==> config.mk <==
export PLATFORM = sky130hd
export DESIGN_NAME = load_store_unit_flat
export DESIGN_NICKNAME = d
export VERILOG_FILES = /design/src/rtl/mem_pkg.sv /design/src/rtl/load_store_unit_if.sv /design/src/rtl/mem_align.sv /design/src/rtl/load_store_unit.sv /design/src/flat_wrapper.sv
export SDC_FILE = /design/constraint.sdc
export NUM_CORES = 1
export LEC_CHECK = 0
export BUFFER_PORTS_ARGS = -buffer_cell sky130_fd_sc_hd__buf_2
export CORE_ASPECT_RATIO = 1.25
export CORE_MARGIN = 8
export CORE_UTILIZATION = 40
export DETAILED_ROUTE_END_ITERATION = 10
export GPL_TIMING_DRIVEN = 1
export PLACE_DENSITY = 0.77
export RECOVER_POWER = 100
export REMOVE_ABC_BUFFERS = 1
export SLEW_MARGIN = 25
export SYNTH_ARGS = -nofsm -noshare
export SYNTH_HDL_FRONTEND = slang
export SYNTH_SLANG_ARGS = --single-unit
==> constraint.sdc <==
create_clock -name clk -period 2.3 [get_ports clk]
set_input_delay 0.115 -clock clk [delete_from_list [all_inputs] [get_ports clk]]
set_output_delay 0.115 -clock clk [all_outputs]
set_load 0.01 [all_outputs]
==> src/rtl/mem_pkg.sv <==
// Shared memory-access definitions: the decode-stage parameter bundle,
// access-size codes and the load/store unit state encoding.
package mem_pkg;

    typedef struct packed {
        logic       op;             // 1=read, 0=write
        logic [1:0] access_size;
        logic       read_unsigned;
    } mem_params_t;

    localparam logic [1:0] SIZE_BYTE = 2'b00;
    localparam logic [1:0] SIZE_HALF = 2'b01;
    localparam logic [1:0] SIZE_WORD = 2'b10;

    typedef enum logic [1:0] {IDLE, REQ, DONE} lsu_state_t;

endpackage

==> src/rtl/load_store_unit_if.sv <==
// Word-aligned data bus with a req/ack handshake.
interface load_store_unit_if;
    logic        bus_req;
    logic        bus_we;
    logic [31:0] bus_addr;
    logic [3:0]  bus_byte_en;
    logic [31:0] bus_wdata;
    logic [31:0] bus_rdata;
    logic        bus_ack;

    modport master (
        output bus_req, bus_we, bus_addr, bus_byte_en, bus_wdata,
        input  bus_rdata, bus_ack
    );

    modport slave (
        input  bus_req, bus_we, bus_addr, bus_byte_en, bus_wdata,
        output bus_rdata, bus_ack
    );
endinterface

==> src/rtl/mem_align.sv <==
// Combinational lane steering: byte enables, store replication, load
// extraction/extension and the alignment fault check.
module mem_align
    import mem_pkg::*;
(
    input  logic [1:0]  size,
    input  logic        read_unsigned,
    input  logic [1:0]  off,
    input  logic [31:0] store_data,
    input  logic [31:0] rdata,
    output logic [3:0]  byte_en,
    output logic [31:0] wdata,
    output logic [31:0] load_data,
    output logic        fault
);

    logic [31:0] shifted;

    always_comb begin
        shifted   = rdata >> {off, 3'b000};
        byte_en   = 4'b0000;
        wdata     = 32'h0;
        load_data = 32'h0;
        fault     = 1'b0;
        case (size)
            SIZE_BYTE: begin
                byte_en   = 4'b0001 << off;
                wdata     = {4{store_data[7:0]}};
                load_data = read_unsigned ? {24'h0, shifted[7:0]}
                                          : {{24{shifted[7]}}, shifted[7:0]};
            end
            SIZE_HALF: begin
                byte_en   = 4'b0011 << off;
                wdata     = {2{store_data[15:0]}};
                load_data = read_unsigned ? {16'h0, shifted[15:0]}
                                          : {{16{shifted[15]}}, shifted[15:0]};
                fault     = off[0];
            end
            SIZE_WORD: begin
                byte_en   = 4'b1111;
                wdata     = store_data;
                load_data = rdata;
                fault     = (off != 2'b00);
            end
            default: fault = 1'b1;
        endcase
    end

endmodule

==> src/rtl/load_store_unit.sv <==
// Execute-side load/store stage: one bus transaction per access, with
// alignment fault detection, bus timeout and extended load return.
module load_store_unit
    import mem_pkg::*;
#(
    parameter int TIMEOUT_CYCLES = 16,
    parameter int CNT_W          = 8
) (
    input  logic                      clk,
    input  logic                      reset,
    input  logic                      start,
    input  mem_params_t               mem_params,
    input  logic [31:0]               addr,
    input  logic [31:0]               store_data,
    output logic                      busy,
    output logic                      done,
    output logic [31:0]               load_data,
    output logic                      misaligned,
    output logic                      bus_error,
    load_store_unit_if.master         bus
);

    lsu_state_t       state_q, state_d;
    logic [CNT_W-1:0] cnt_q, cnt_d;
    logic             op_q, op_d;
    logic [1:0]       size_q, size_d;
    logic             uns_q, uns_d;
    logic [31:0]      addr_q, addr_d;
    logic [31:0]      sd_q, sd_d;
    logic [31:0]      load_data_q, load_data_d;
    logic             misaligned_q, misaligned_d;
    logic             bus_error_q, bus_error_d;

    logic             in_idle, in_req, timeout_hit;
    logic [1:0]       al_size, al_off;
    logic [3:0]       al_be;
    logic [31:0]      al_wdata, al_load;
    logic             al_fault;

    assign in_idle = (state_q == IDLE);
    assign in_req  = (state_q == REQ);

    // In IDLE the aligner checks the incoming request for faults; afterwards
    // it works from the captured request to drive the bus and extract loads.
    assign al_size = in_idle ? mem_params.access_size : size_q;
    assign al_off  = in_idle ? addr[1:0] : addr_q[1:0];

    mem_align u_align (
        .size          (al_size),
        .read_unsigned (uns_q),
        .off           (al_off),
        .store_data    (sd_q),
        .rdata         (bus.bus_rdata),
        .byte_en       (al_be),
        .wdata         (al_wdata),
        .load_data     (al_load),
        .fault         (al_fault)
    );

    assign timeout_hit = (TIMEOUT_CYCLES != 0) &&
                         (cnt_q == CNT_W'(TIMEOUT_CYCLES - 1));

    always_comb begin
        state_d      = state_q;
        cnt_d        = cnt_q;
        op_d         = op_q;
        size_d       = size_q;
        uns_d        = uns_q;
        addr_d       = addr_q;
        sd_d         = sd_q;
        load_data_d  = load_data_q;
        misaligned_d = misaligned_q;
        bus_error_d  = bus_error_q;
        case (state_q)
            IDLE: begin
                cnt_d = '0;
                if (start) begin
                    op_d         = mem_params.op;
                    size_d       = mem_params.access_size;
                    uns_d        = mem_params.read_unsigned;
                    addr_d       = addr;
                    sd_d         = store_data;
                    load_data_d  = 32'h0;
                    bus_error_d  = 1'b0;
                    misaligned_d = al_fault;
                    state_d      = al_fault ? DONE : REQ;
                end
            end
            REQ: begin
                cnt_d = cnt_q + 1'b1;
                // ack takes priority over a timeout landing in the same cycle
                if (bus.bus_ack) begin
                    load_data_d = op_q ? al_load : 32'h0;
                    state_d     = DONE;
                end else if (timeout_hit) begin
                    bus_error_d = 1'b1;
                    state_d     = DONE;
                end
            end
            DONE: begin
                cnt_d   = '0;
                state_d = IDLE;
            end
            default: state_d = IDLE;
        endcase
    end

    always_ff @(posedge clk or negedge reset) begin
        if (!reset) begin
            state_q      <= IDLE;
            cnt_q        <= '0;
            op_q         <= 1'b0;
            size_q       <= 2'b00;
            uns_q        <= 1'b0;
            addr_q       <= 32'h0;
            sd_q         <= 32'h0;
            load_data_q  <= 32'h0;
            misaligned_q <= 1'b0;
            bus_error_q  <= 1'b0;
        end else begin
            state_q      <= state_d;
            cnt_q        <= cnt_d;
            op_q         <= op_d;
            size_q       <= size_d;
            uns_q        <= uns_d;
            addr_q       <= addr_d;
            sd_q         <= sd_d;
            load_data_q  <= load_data_d;
            misaligned_q <= misaligned_d;
            bus_error_q  <= bus_error_d;
        end
    end

    assign busy       = !in_idle;
    assign done       = (state_q == DONE);
    assign load_data  = load_data_q;
    assign misaligned = misaligned_q;
    assign bus_error  = bus_error_q;

    // Bus outputs are decoded from state so reset drops them immediately.
    assign bus.bus_req     = in_req;
    assign bus.bus_we      = in_req & ~op_q;
    assign bus.bus_addr    = in_req ? {addr_q[31:2], 2'b00} : 32'h0;
    assign bus.bus_byte_en = in_req ? al_be : 4'b0000;
    assign bus.bus_wdata   = in_req ? al_wdata : 32'h0;

endmodule

==> src/flat_wrapper.sv <==
// flat-port wrapper written by rule: the top's interface ports become plain ports
module load_store_unit_flat import mem_pkg::*;
#(
    parameter int TIMEOUT_CYCLES = 16,
    parameter int CNT_W          = 8
)
  (clk, reset, start, mem_params, addr, store_data, busy, done, load_data, misaligned, bus_error, bus_bus_req, bus_bus_we, bus_bus_addr, bus_bus_byte_en, bus_bus_wdata, bus_bus_rdata, bus_bus_ack);
  load_store_unit_if bus_i ();
  input  logic clk;
  input  logic reset;
  input  logic start;
  input  mem_params_t mem_params;
  input  logic [31:0] addr;
  input  logic [31:0] store_data;
  output logic busy;
  output logic done;
  output logic [31:0] load_data;
  output logic misaligned;
  output logic bus_error;
  output wire logic [$bits(bus_i.bus_req)-1:0] bus_bus_req;
  output wire logic [$bits(bus_i.bus_we)-1:0] bus_bus_we;
  output wire logic [$bits(bus_i.bus_addr)-1:0] bus_bus_addr;
  output wire logic [$bits(bus_i.bus_byte_en)-1:0] bus_bus_byte_en;
  output wire logic [$bits(bus_i.bus_wdata)-1:0] bus_bus_wdata;
  input wire logic [$bits(bus_i.bus_rdata)-1:0] bus_bus_rdata;
  input wire logic [$bits(bus_i.bus_ack)-1:0] bus_bus_ack;
  assign bus_bus_req = bus_i.bus_req;
  assign bus_bus_we = bus_i.bus_we;
  assign bus_bus_addr = bus_i.bus_addr;
  assign bus_bus_byte_en = bus_i.bus_byte_en;
  assign bus_bus_wdata = bus_i.bus_wdata;
  assign bus_i.bus_rdata = bus_bus_rdata;
  assign bus_i.bus_ack = bus_bus_ack;
  load_store_unit #(.TIMEOUT_CYCLES(TIMEOUT_CYCLES), .CNT_W(CNT_W)) u_core (.clk(clk), .reset(reset), .start(start), .mem_params(mem_params), .addr(addr), .store_data(store_data), .busy(busy), .done(done), .load_data(load_data), .misaligned(misaligned), .bus_error(bus_error), .bus(bus_i));
endmodule
## Word-level counts from Yosys, hierarchy flattened

Cells that the tools add are included.

- Add/sub/neg operators: 1
- Eq/ne operators: 10
- Shift-type cells: 3
- Multiplexer cells: 25
- Bitwise logic cells: 2
- Reduce and logical (&&, ||, !) cells: 11

Operator list:

| operator | count |
|---|---|
| 32-bit 2-to-1 mux | 7 |
| 32-bit case mux with 3 select lines | 2 |
| 32-bit case mux with 2 select lines | 1 |
| 32-bit by 5-bit right shift with 16-bit output | 1 |
| 8-bit case mux with 2 select lines | 1 |
| 2-bit 2-to-1 mux | 6 |
| 4-bit case mux with 3 select lines | 1 |
| 8-bit by 1-bit adder with 8-bit output, second input constant | 1 |
| 8-bit by 4-bit == test with 1-bit output, second input constant | 1 |
| 2-bit != test, second input constant | 4 |
| 2-bit nonzero test | 3 |
| 2-bit by 1-bit == test with 1-bit output, second input constant | 2 |
| 2-bit == test, second input constant | 2 |
| 2-bit zero test | 2 |
| 4-bit 2-to-1 mux | 1 |
| 2-bit case mux with 2 select lines | 1 |
| 2-bit AND reduction | 2 |
| 4-bit AND reduction | 1 |
| 1-bit by 2-bit << shifter with 4-bit output, first input constant | 1 |
| 2-bit by 2-bit << shifter with 4-bit output, first input constant | 1 |
| 1-bit 2-to-1 mux | 3 |
| 3-bit != test, second input constant | 1 |
| 1-bit case mux with 3 select lines | 1 |
| 3-bit AND reduction | 1 |
| other kinds (5) | 5 |

- Register bits after elaboration: 112
- Bits of input ports: 104
- Output and inout bits: 106
- Logic and storage cells: 62

## Logic depth before layout (Yosys ltp)

Gate-level depths: netlist of the first run.

- Depth after elaboration: 8
- Depth in mapped cells: 9
- Depth with buffers taken out: 6

## Cells and area by module

From an unflattened synthesis of the first run, not the netlist that was laid out.

- Cells, all modules: 570
- Area total of the unflattened synthesis: 6289.8 um^2

Modules (own cells, without submodules):

| module | instances | cells each | area an instance (um^2) | sequential area each (um^2) |
|---|---|---|---|---|
| load_store_unit | 1 | 391 | 5124.9 | 2802.7 |
| mem_align | 1 | 179 | 1164.9 | 0.0 |

## Worst setup path before layout of the first run

Ideal clock, no wire load.

- Kind: reg-to-output
- Start point: reg u_core.state_q[0]
- End point: out bus_bus_wdata[26]
- Data arrival time: 1.891 ns
- Data required time: 2.185 ns
- Slack: 0.294 ns
- Cell stages (with the launch flop): 8
- Buffers on the path: 2
- Path through: dfrtp_1 > buf_4 > nor2_4 > mux2i_1 > buf_2 > mux2_2 > a22oi_1 > nor2_1

- Longest elaborated chain between the ends: 5
- Elaborated cells between the ends (all ways): 8
- Classes of those cells: eq/ne: 3; mux: 3; reduce/logical: 2

Ends and longest elaborated chain:

| element | line | RTL |
|---|---|---|
| start: declaration | load_store_unit.sv:23 | `lsu_state_t state_q, state_d;` |
| start signal: assignment | load_store_unit.sv:121 | `state_q <= state_d;` |
| 2-bit zero test | load_store_unit.sv:40 | `assign in_idle = (state_q == IDLE);` |
| 2-bit 2-to-1 mux | load_store_unit.sv:45 | `assign al_size = in_idle ? mem_params.access_size : size_q;` |
| 2-bit == test (tied with other cells) | mem_align.sv:25 | `case (size)` |
| 32-bit case mux with 3 select lines | mem_align.sv:25 |  |
| 32-bit 2-to-1 mux (*) | load_store_unit.sv:145 | `assign bus.bus_wdata = in_req ? al_wdata : 32'h0;` |
| end: declaration | flat_wrapper.sv:24 | `output wire logic [$bits(bus_i.bus_wdata)-1:0] bus_bus_wdata;` |

Mark *: on every way between the ends. The rest lies on a longest branch, timed or not.

## Worst setup path in the final report of the first run

Ends and elaborated chain as after synthesis.

==> flow_summary.ini, run 1 <==
[sta]
fmax_mhz = 430
number_of_hold_slack_violations_in_the_final_timing_report = 0
hold_slack_ps = 2.03
final_critical_path_setup_slack_ps = -23.3
grt_setup_unrepaired = yes
final-setup-viol-count = 7
finalCritPeriodShare_pct = 101
tns_ps = -49.4
max_slew.worst_pin.slew_ps = 1550
finalCriticalPeriod_ps = 2320
timing_max_transition_violations_final = 113
final.setup_skew_ps = 9.83
slew_headroom_pct = -3.27

[clocking]
root_buffer = sky130_fd_sc_hd__clkbuf_16
path_clk_slew_ps = 70
cts_tree = yes
cts_max_path_buffers = 2
clock_insertion_delay_worst_skew_ps = 360
clock-sinks = 112
cts_inserted_buffers = 9
cts_htree_levels = 3

[final_layout]
mostFrequentLayoutCells = sky130_fd_sc_hd__buf_2 (170), sky130_fd_sc_hd__dfrtp_1 (112), sky130_fd_sc_hd__mux2_2 (71), sky130_fd_sc_hd__dlygate4sd3_1 (65), sky130_fd_sc_hd__a22oi_1 (43)
post-route-util_pct = 58.1
antenna_cells_inserted = 0
layout.filler_cells = 1240
final_common_cell = sky130_fd_sc_hd__buf_2
flow.area_growth_from_synthesis_pct = 42.7
drive_gt1_share_pct = 42.4
final_nets = 946
final_cell_area_um2 = 8690

[floorplan]
floorplan.core_area_um2 = 15000
core.rowCount = 50
dieArea_um2 = 19400
initial_utilization_pct = 40.7
floorplan.die.height_um = 154
die_x_um = 126
design.portCount = 210

[grt]
number_of_antenna_violations_at_the_first_check_in_global_routing = 1
grt_use_total_pct = 20.1
via_count_of_the_first_global_routing_pass = 6007
grt_pass1_wl_um = 31300
grt_max_degree = 113
grt-ovfl-total = 0

[drt]
antenna_violating_nets_post_route = 0
drt-wirelength-per-cell_um = 20.1
drt-initial-drc-count = 495
detailroute.via_count = 5782
finalWirelength_um = 20600
remaining_drc_errors = 0
detail_route.vias_per_cell = 5.62
drt_pre_antenna_iters = 6

[min_path]
min_to = u_core.load_data[4]
worstHoldPathCells = 3
holdCritStartpoint = bus_bus_rdata[4]
worstHoldPathType = input port to flop

[critical_path]
worst-path-buf-inv = 3
ff2ff_path_depth = 10
worst_ep_arrival_time_ps = 2210
worst-setup-path-type = flop to output port
rrSetupSlack_ps = 40
path_cells = buf_12, nor2_4, mux2i_4, buf_6, mux2_4, a22oi_2, nor2_1, buf_2
timing.rr.start = u_core.state_q[0]
timing.critical_path.depth = 8
critical-path-top-delay-family = multiplexers
worstPathRequired_ps = 2180
r2r_end = u_core.load_data[12]
cpPeakStageDelay_ps = 410
critPathCaptureType = output port
path_max_fanout = 11
crit_path_top_delay_cell = sky130_fd_sc_hd__dfrtp_1
crit_path_start_kind = flop

[outcome]
failed_checks = capacitance limit, slew limit, setup timing
status = finished with violations

[placed_design]
numPortBuffers = 207
pre_cts_slack_ps = 97.4
gp_weighted_congestion = 0.842
dpl-instance-area_um2 = 7340
detailed_place_hpwl_um = 13500

[yosys]
sequential_share_of_the_synthesized_area_pct = 46.0
synth_ff_type = sky130_fd_sc_hd__dfrtp_1
synth_enable_flop_cells = 0
synth_warnings = 0
yosysUniqueCellTypes = 61
syn-instance-count = 546
synthArstFlopShare_pct = 100
syn_avg_cell_area_um2 = 11.2
flop_and_latch_count_out_of_synthesis = 112
synth_area_um2 = 6090

[power_and_ir_drop]
cellLeakagePower_uw = 0.00400
power_density_nw_per_um2 = 1310
vdd.ir_drop.worst_mv = 0.677

[run]
max_cap_violations = 1
[layout make-up]
class	instances	area, µm²	area share (%)
multi-input combinational	391	3200	36.8
sequential	112	2800	32.2
timing repair buffer	325	2170	25.0
clock buffer	10	229	2.63
tap	182	228	2.62
clock inverter	6	51.3	0.590
inverter	2	7.51	0.0864
[metrics by stage]
step | total power [µW] | cells
2_1_floorplan | 6650 | 505
3_3_place_gp | 8460 | 917
3_5_place_dp | 8580 | 917
4_1_cts | 10700 | 1011
5_1_grt | 12000 | 1028
6_report | 11300 | 1028
[tightest hold or removal path, cell delays in order]
cell and delay, ps:
sky130_fd_sc_hd__buf_2 70, sky130_fd_sc_hd__a22oi_1 50, sky130_fd_sc_hd__o21ai_0 80
[where the power goes]
group	internal [µW]	switching, µW
registers	2700	571
logic	3260	3280
clock network	757	784
[Yosys cell counts (8+ instances only)]
master | number | area, µm²
sky130_fd_sc_hd__a22o_1 | 8 | 70.1
sky130_fd_sc_hd__a31oi_2 | 11 | 138
sky130_fd_sc_hd__nand3_1 | 9 | 45.0
sky130_fd_sc_hd__clkbuf_1 | 12 | 45.0
sky130_fd_sc_hd__and2_1 | 47 | 294
sky130_fd_sc_hd__nand2_1 | 16 | 60.1
sky130_fd_sc_hd__o21ai_1 | 9 | 45.0
sky130_fd_sc_hd__mux2_2 | 77 | 867
sky130_fd_sc_hd__mux2i_1 | 10 | 100
sky130_fd_sc_hd__buf_2 | 19 | 95.1
sky130_fd_sc_hd__dfrtp_1 | 112 | 2800
sky130_fd_sc_hd__nor2_1 | 31 | 116
sky130_fd_sc_hd__a22oi_1 | 49 | 368
sky130_fd_sc_hd__a21oi_1 | 22 | 110
sky130_fd_sc_hd__o21ai_0 | 11 | 55.1
[kinds of logic after synthesis]
kind of cell    synth area share [%]
other cells                   0.0616
xor+xnor                        1.01
mux                             15.9
fa+ha+maj                      0.205
flops                           46.0
simple gates                    13.0
buf+inv                         4.03
compound gates                  19.7
[routing by layer]
metal	routed length [µm]	global-route usage, %	up-vias
met5	12	0	-
met1	7930	22.7	2846
met2	10300	34.0	280
met3	1830	6.61	50
met4	599	8.50	2
li1	-	-	2604
[worst max-delay path by stage]
stage                      start                   end  slack (ps)
2_1_floorplan  u_core.state_q[0]      u_core.addr_q[0]        -980
3_3_place_gp   u_core.state_q[0]  u_core.load_data[31]         170
3_5_place_dp   u_core.state_q[0]  u_core.load_data[17]         100
4_1_cts        u_core.state_q[0]     bus_bus_wdata[30]          -5
5_1_grt        u_core.state_q[0]     bus_bus_wdata[26]        -110
6_report       u_core.state_q[0]     bus_bus_wdata[26]         -20
[flip-flops by register name, summed over array words and instances (netlist names)]
name / flops
u_core.addr_q: 32
u_core.bus_error: 1
u_core.cnt_q: 8
u_core.load_data: 32
u_core.misaligned: 1
u_core.op_q: 1
u_core.sd_q: 32
u_core.size_q: 2
u_core.state_q: 2
u_core.uns_q: 1
[timing repair]
| action | in CTS | in global routing |
|---|---|---|
| buffers inserted | 11 | 18 |
| hold endpoints to repair | 176 | 0 |
| cloned | 2 | 1 |
| hold buffers | 65 | 0 |
| pin swaps | 2 | 8 |
| setup endpoints to repair | 35 | 57 |
| gates resized for setup | 17 | 24 |
No activity file was read; power rests on OpenSTA's default activity.
==> run 2: changes to the inputs <==
--- a/config.mk
+++ b/config.mk
@@ -9,3 +9,2 @@
 export CORE_ASPECT_RATIO = 1.25
-export CORE_MARGIN = 8
 export CORE_UTILIZATION = 40
--- a/constraint.sdc
+++ b/constraint.sdc
@@ -3,2 +3,2 @@
 set_output_delay 0.115 -clock clk [all_outputs]
-set_load 0.01 [all_outputs]
+set_load 0.02 [all_outputs]
==> run 2 against run 1 <==
Net effect: global-route usage increased by 3.4 points; worst hold slack better by 6.6 ps; via count is 2.1% lower; setup slack lost 29 ps; non-clock buffer count is 8 lower; the flow finishes with violations (DRC, setup timing); sequential power is essentially flat; sequential share of layout area grew 0.63 points.
==> flow_summary.ini, run 2 (synthesized netlist as in run 1, its figures left out) <==
[critical_path]
path_max_fanout = 8
rrSetupSlack_ps = 80
crit_path_top_delay_cell = sky130_fd_sc_hd__or4b_1
critPathCaptureType = output port
worst_ep_arrival_time_ps = 2240
timing.rr.start = u_core.state_q[0]
crit_path_start_kind = flop
cpPeakStageDelay_ps = 600
path_cells = or4b_1, o21ai_4, buf_4, a22oi_1, nor2_1, buf_2
worstPathRequired_ps = 2180
ff2ff_path_depth = 6
r2r_end = u_core.load_data[14]
worst-setup-path-type = flop to output port

[floorplan]
dieArea_um2 = 15700
design.portCount = 210
floorplan.die.height_um = 140
die_x_um = 112
initial_utilization_pct = 40.7
core.rowCount = 50
floorplan.core_area_um2 = 15000

[drt]
antenna_violating_nets_post_route = 0
drt-wirelength-per-cell_um = 18.1
remaining_drc_errors = 10
drt_pre_antenna_iters = 8
detail_route.vias_per_cell = 5.54
drt-initial-drc-count = 359
detailroute.via_count = 5659
finalWirelength_um = 18500

[power_and_ir_drop]
switchingPower_uw = 4720
power.share.clock_pct = 14.0
cellLeakagePower_uw = 0.00392
vdd.ir_drop.worst_mv = 0.696
swShare_pct = 42.4
pwr-share-comb_pct = 56.4
power_density_nw_per_um2 = 1300
p_int_uw = 6400
power_frac_seq_pct = 29.5

[placed_design]
detailed_place_hpwl_um = 11900
gp_weighted_congestion = 0.791
numPortBuffers = 207
dpl-instance-area_um2 = 7350

[clocking]
clock-sinks = 112
cts_htree_levels = 3
cts_max_path_buffers = 2
path_clk_slew_ps = 80
clock_insertion_delay_worst_skew_ps = 360
root_buffer = sky130_fd_sc_hd__clkbuf_16
cts_tree = yes
cts_inserted_buffers = 9

[sta]
finalCriticalPeriod_ps = 2350
timing_max_transition_violations_final = 0
fmax_mhz = 425
finalCritPeriodShare_pct = 102
final.setup_skew_ps = 9.48
final_critical_path_setup_slack_ps = -52.2
number_of_hold_slack_violations_in_the_final_timing_report = 0
max_slew.worst_pin.slew_ps = 1260
final-setup-viol-count = 9
slew_headroom_pct = 15.8
grt_setup_unrepaired = yes
hold_slack_ps = 8.59

[final_layout]
mostFrequentLayoutCells = sky130_fd_sc_hd__buf_2 (169), sky130_fd_sc_hd__dfrtp_1 (110), sky130_fd_sc_hd__mux2_2 (76), sky130_fd_sc_hd__dlygate4sd3_1 (70), sky130_fd_sc_hd__a22oi_1 (46)
drive_gt1_share_pct = 41.3
final_common_cell = sky130_fd_sc_hd__buf_2
flow.area_growth_from_synthesis_pct = 40.1
post-route-util_pct = 57.1
final_cell_area_um2 = 8530
final_nets = 938

[min_path]
holdCritStartpoint = store_data[27]
worstHoldPathCells = 2
worstHoldPathType = input port to flop
min_to = u_core.sd_q[27]

[grt]
via_count_of_the_first_global_routing_pass = 5833
grt_use_total_pct = 23.5
number_of_antenna_violations_at_the_first_check_in_global_routing = 4
grt-ovfl-total = 0
grt_max_degree = 63
grt_pass1_wl_um = 29200

[outcome]
status = finished with violations
failed_checks = DRC, setup timing

[run]
max_cap_violations = 0
run 2: cell type report:
type | instances | area (µm²)
flip-flops and latches | 112 | 2810
clock buffers | 11 | 253
repair buffers | 317 | 2070
clock inverters | 5 | 38.8
inverters | 2 | 7.51
multi-input cells | 391 | 3130
diodes | 2 | 5.00
fillers | 1221 | 6420
well taps | 182 | 228
run 2: power groups by stage:
stage | Combinational [µW] | Sequential [µW] | Clock (µW)
finish | 6270 | 3290 | 1560
global route | 6730 | 3390 | 1670
CTS | 5960 | 3240 | 1600
detailed placement | 5580 | 3280 | 0
global placement | 5500 | 3250 | 0
floorplan | 3740 | 3270 | 0
run 2: per-layer routing:
layer	global-route usage, %	share of wire, %
met4	9.26	2.5
met2	40.4	50
met3	6.19	7.4
met5	0	0.11
met1	28.0	40
run 2: how the worst max path moves through the flow:
stage	from	to	slack, ps	cells after the start
2_1_floorplan	u_core.state_q[0]	u_core.addr_q[0]	-980	3
3_3_place_gp	u_core.state_q[0]	u_core.load_data[27]	130	6
3_5_place_dp	u_core.state_q[0]	u_core.load_data[21]	100	6
4_1_cts	u_core.state_q[1]	bus_bus_wdata[30]	-30	7
5_1_grt	u_core.state_q[0]	bus_bus_wdata[29]	-130	7
6_report	u_core.state_q[0]	bus_bus_wdata[29]	-50	6
run 2: stage by stage:
stage | worst slack, ps | total power (µW) | TNS [ps] | std cells
finish | -52.2 | 11100 | -170 | 1022
global route | -130 | 11800 | -1660 | 1022
CTS | -26.1 | 10800 | -98.0 | 1012
detailed placement | 98.9 | 8860 | 0 | 919
global placement | 125 | 8750 | 0 | 919
floorplan | -981 | 7010 | -95440 | 505
run 2: what timing repair did:
item                                    CTS  global route
gates resized for setup                   9            12
hold buffers                             70             0
setup buffers                             6             8
endpoints found under the hold margin   117             0
cloned                                    1             0
endpoints found under the setup margin   28            44
pin swaps                                 1             4
run 2: critical path, delay by kind of cell (launching register included):
kind,cells,cell delay (ps)
compound gates,2,240
buf+inv,2,430
flops,1,470
simple gates,2,730
==> run 3: changes to the inputs <==
- CTS_BUF_LIST: default -> sky130_fd_sc_hd__clkbuf_16
==> run 3 against run 2 <==
Net effect: critical endpoint unchanged; the run still ends with DRC, setup timing left; core utilization decreased by 0.13 points; sequential cell count stayed put; worst hold slack improved by 4.2 ps; sequential power about the same; combinational power hardly changed; sequential share of layout area rose by 0.077 points; final cell count unchanged.
==> flow_summary.ini, run 3 (synthesized netlist as in run 1, its figures left out) <==
[floorplan]
initial_utilization_pct = 40.7
floorplan.die.height_um = 140
floorplan.core_area_um2 = 15000
die_x_um = 112
design.portCount = 210
core.rowCount = 50
dieArea_um2 = 15700

[outcome]
status = finished with violations
failed_checks = DRC, setup timing

[power_and_ir_drop]
swShare_pct = 42.6
switchingPower_uw = 4710
pwr-share-comb_pct = 56.7
p_int_uw = 6340
power_frac_seq_pct = 29.7
post-layout-total-power_uw = 11000
power_density_nw_per_um2 = 1300
cellLeakagePower_uw = 0.00391
vdd.ir_drop.worst_mv = 0.695
power.share.clock_pct = 13.6

[sta]
final.setup_skew_ps = 9.03
final-setup-viol-count = 5
tns_ps = -77.5
final_critical_path_setup_slack_ps = -35.8
timing_max_transition_violations_final = 0
slew_headroom_pct = 15.8
fmax_mhz = 428
finalCritPeriodShare_pct = 102
max_slew.worst_pin.slew_ps = 1260
grt_setup_unrepaired = yes
finalCriticalPeriod_ps = 2340
number_of_hold_slack_violations_in_the_final_timing_report = 0

[critical_path]
worst-setup-path-type = flop to output port
worst_ep_arrival_time_ps = 2220
crit_path_start_kind = flop
path_max_fanout = 11
critPathCaptureType = output port
worstPathRequired_ps = 2180

[placed_design]
numPortBuffers = 207
gp_weighted_congestion = 0.791
detailed_place_hpwl_um = 11900

[final_layout]
mostFrequentLayoutCells = sky130_fd_sc_hd__buf_2 (169), sky130_fd_sc_hd__dfrtp_1 (110), sky130_fd_sc_hd__mux2_2 (76), sky130_fd_sc_hd__dlygate4sd3_1 (70), sky130_fd_sc_hd__a22oi_1 (46)
layout.filler_cells = 1225
multi_input_comb_area_um2 = 3130
final_common_cell = sky130_fd_sc_hd__buf_2
drive_gt1_share_pct = 41.1
register_area_um2 = 2810
final_nets = 938
post-route-util_pct = 56.9
flow.area_growth_from_synthesis_pct = 39.8

[clocking]
cts_max_path_buffers = 2
cts_htree_levels = 3
path_clk_slew_ps = 80
clock_insertion_delay_worst_skew_ps = 350
cts_tree = yes
cts_inserted_buffers = 9
clock-sinks = 112
root_buffer = sky130_fd_sc_hd__clkbuf_16

[grt]
grt_pass1_wl_um = 29200
number_of_antenna_violations_at_the_first_check_in_global_routing = 4
grt_max_degree = 63
grt_use_total_pct = 23.5
via_count_of_the_first_global_routing_pass = 5831
grt-ovfl-total = 0

[drt]
drt_pre_antenna_iters = 9
finalWirelength_um = 18600
remaining_drc_errors = 10
drt-wirelength-per-cell_um = 18.2
antenna_violating_nets_post_route = 0
detailroute.via_count = 5586
drt-initial-drc-count = 403
detail_route.vias_per_cell = 5.47

[run]
max_cap_violations = 0

[min_path]
worstHoldPathType = input port to flop
## run 3: repair_timing
item                                   CTS  global route
buffers inserted                         6             8
gates cloned                             1             0
resized for setup                        9            12
endpoints found under the hold margin  117             0
pin swaps                                1             4
setup endpoints to repair               28            44
hold buffers                            70             0
## run 3: worst max-delay path, stage by stage, from the launching register on
cell and delay, ps:
sky130_fd_sc_hd__dfrtp_2 470, sky130_fd_sc_hd__nor2_4 210, sky130_fd_sc_hd__mux2i_4 300, sky130_fd_sc_hd__buf_12 170, sky130_fd_sc_hd__mux2_2 340, sky130_fd_sc_hd__a22oi_1 140
sky130_fd_sc_hd__nor2_1 70, sky130_fd_sc_hd__buf_2 170
## run 3: path summary, 6_finish.rpt
check                                         start                   end  slack, ps  cells past startpoint
worst max-delay path              u_core.state_q[0]     bus_bus_wdata[29]        -40                      7
worst min-delay path                 store_data[27]       u_core.sd_q[27]         10                      2
worst max register to register    u_core.state_q[0]  u_core.load_data[14]         60                      6
worst min register to register  u_core.load_data[9]   u_core.load_data[9]        490                      2
max in group asynchronous                     reset     u_core.addr_q[14]        430                      3
min in group asynchronous                     reset        u_core.sd_q[5]        550                      2
## run 3: through the flow
stage,instances,cell area (µm²),hold WS [ps],setup slack (ps)
3_3_place_gp,919,7350,190,125
4_1_cts,1012,8440,4.17,-26.1
5_1_grt,1022,8510,4.31,-130
3_5_place_dp,919,7350,191,98.9
6_report,1022,8510,12.7,-35.8
2_1_floorplan,505,5850,-181,-981
## run 3: layer usage
metal / global-route usage [%] / up-vias / part of all wire [%]
met5: 0 / - / 0.11
met4: 9.26 / 4 / 2.2
met3: 6.19 / 34 / 7.3
met2: 40.4 / 222 / 50
met1: 28.1 / 2737 / 40
li1: - / 2589 / -
## run 3: cell type report
type                            instances  share of cell area [%]
Multi-Input combinational cell        391                    36.8
Clock buffer                            9                    2.65
Antenna cell                            2                  0.0588
Clock inverter                          7                   0.544
Tap cell                              182                    2.68
Inverter                                2                  0.0882
Sequential cell                       112                    33.0
Timing Repair Buffer                  317                    24.3
## run 3: power groups by stage
stage	Clock, µW	Sequential, µW	Combinational [µW]
after floorplan	0	3270	3740
after global placement	0	3250	5500
after detailed placement	0	3280	5580
after CTS	1530	3240	5960
after global routing	1600	3390	6720
final	1500	3280	6260
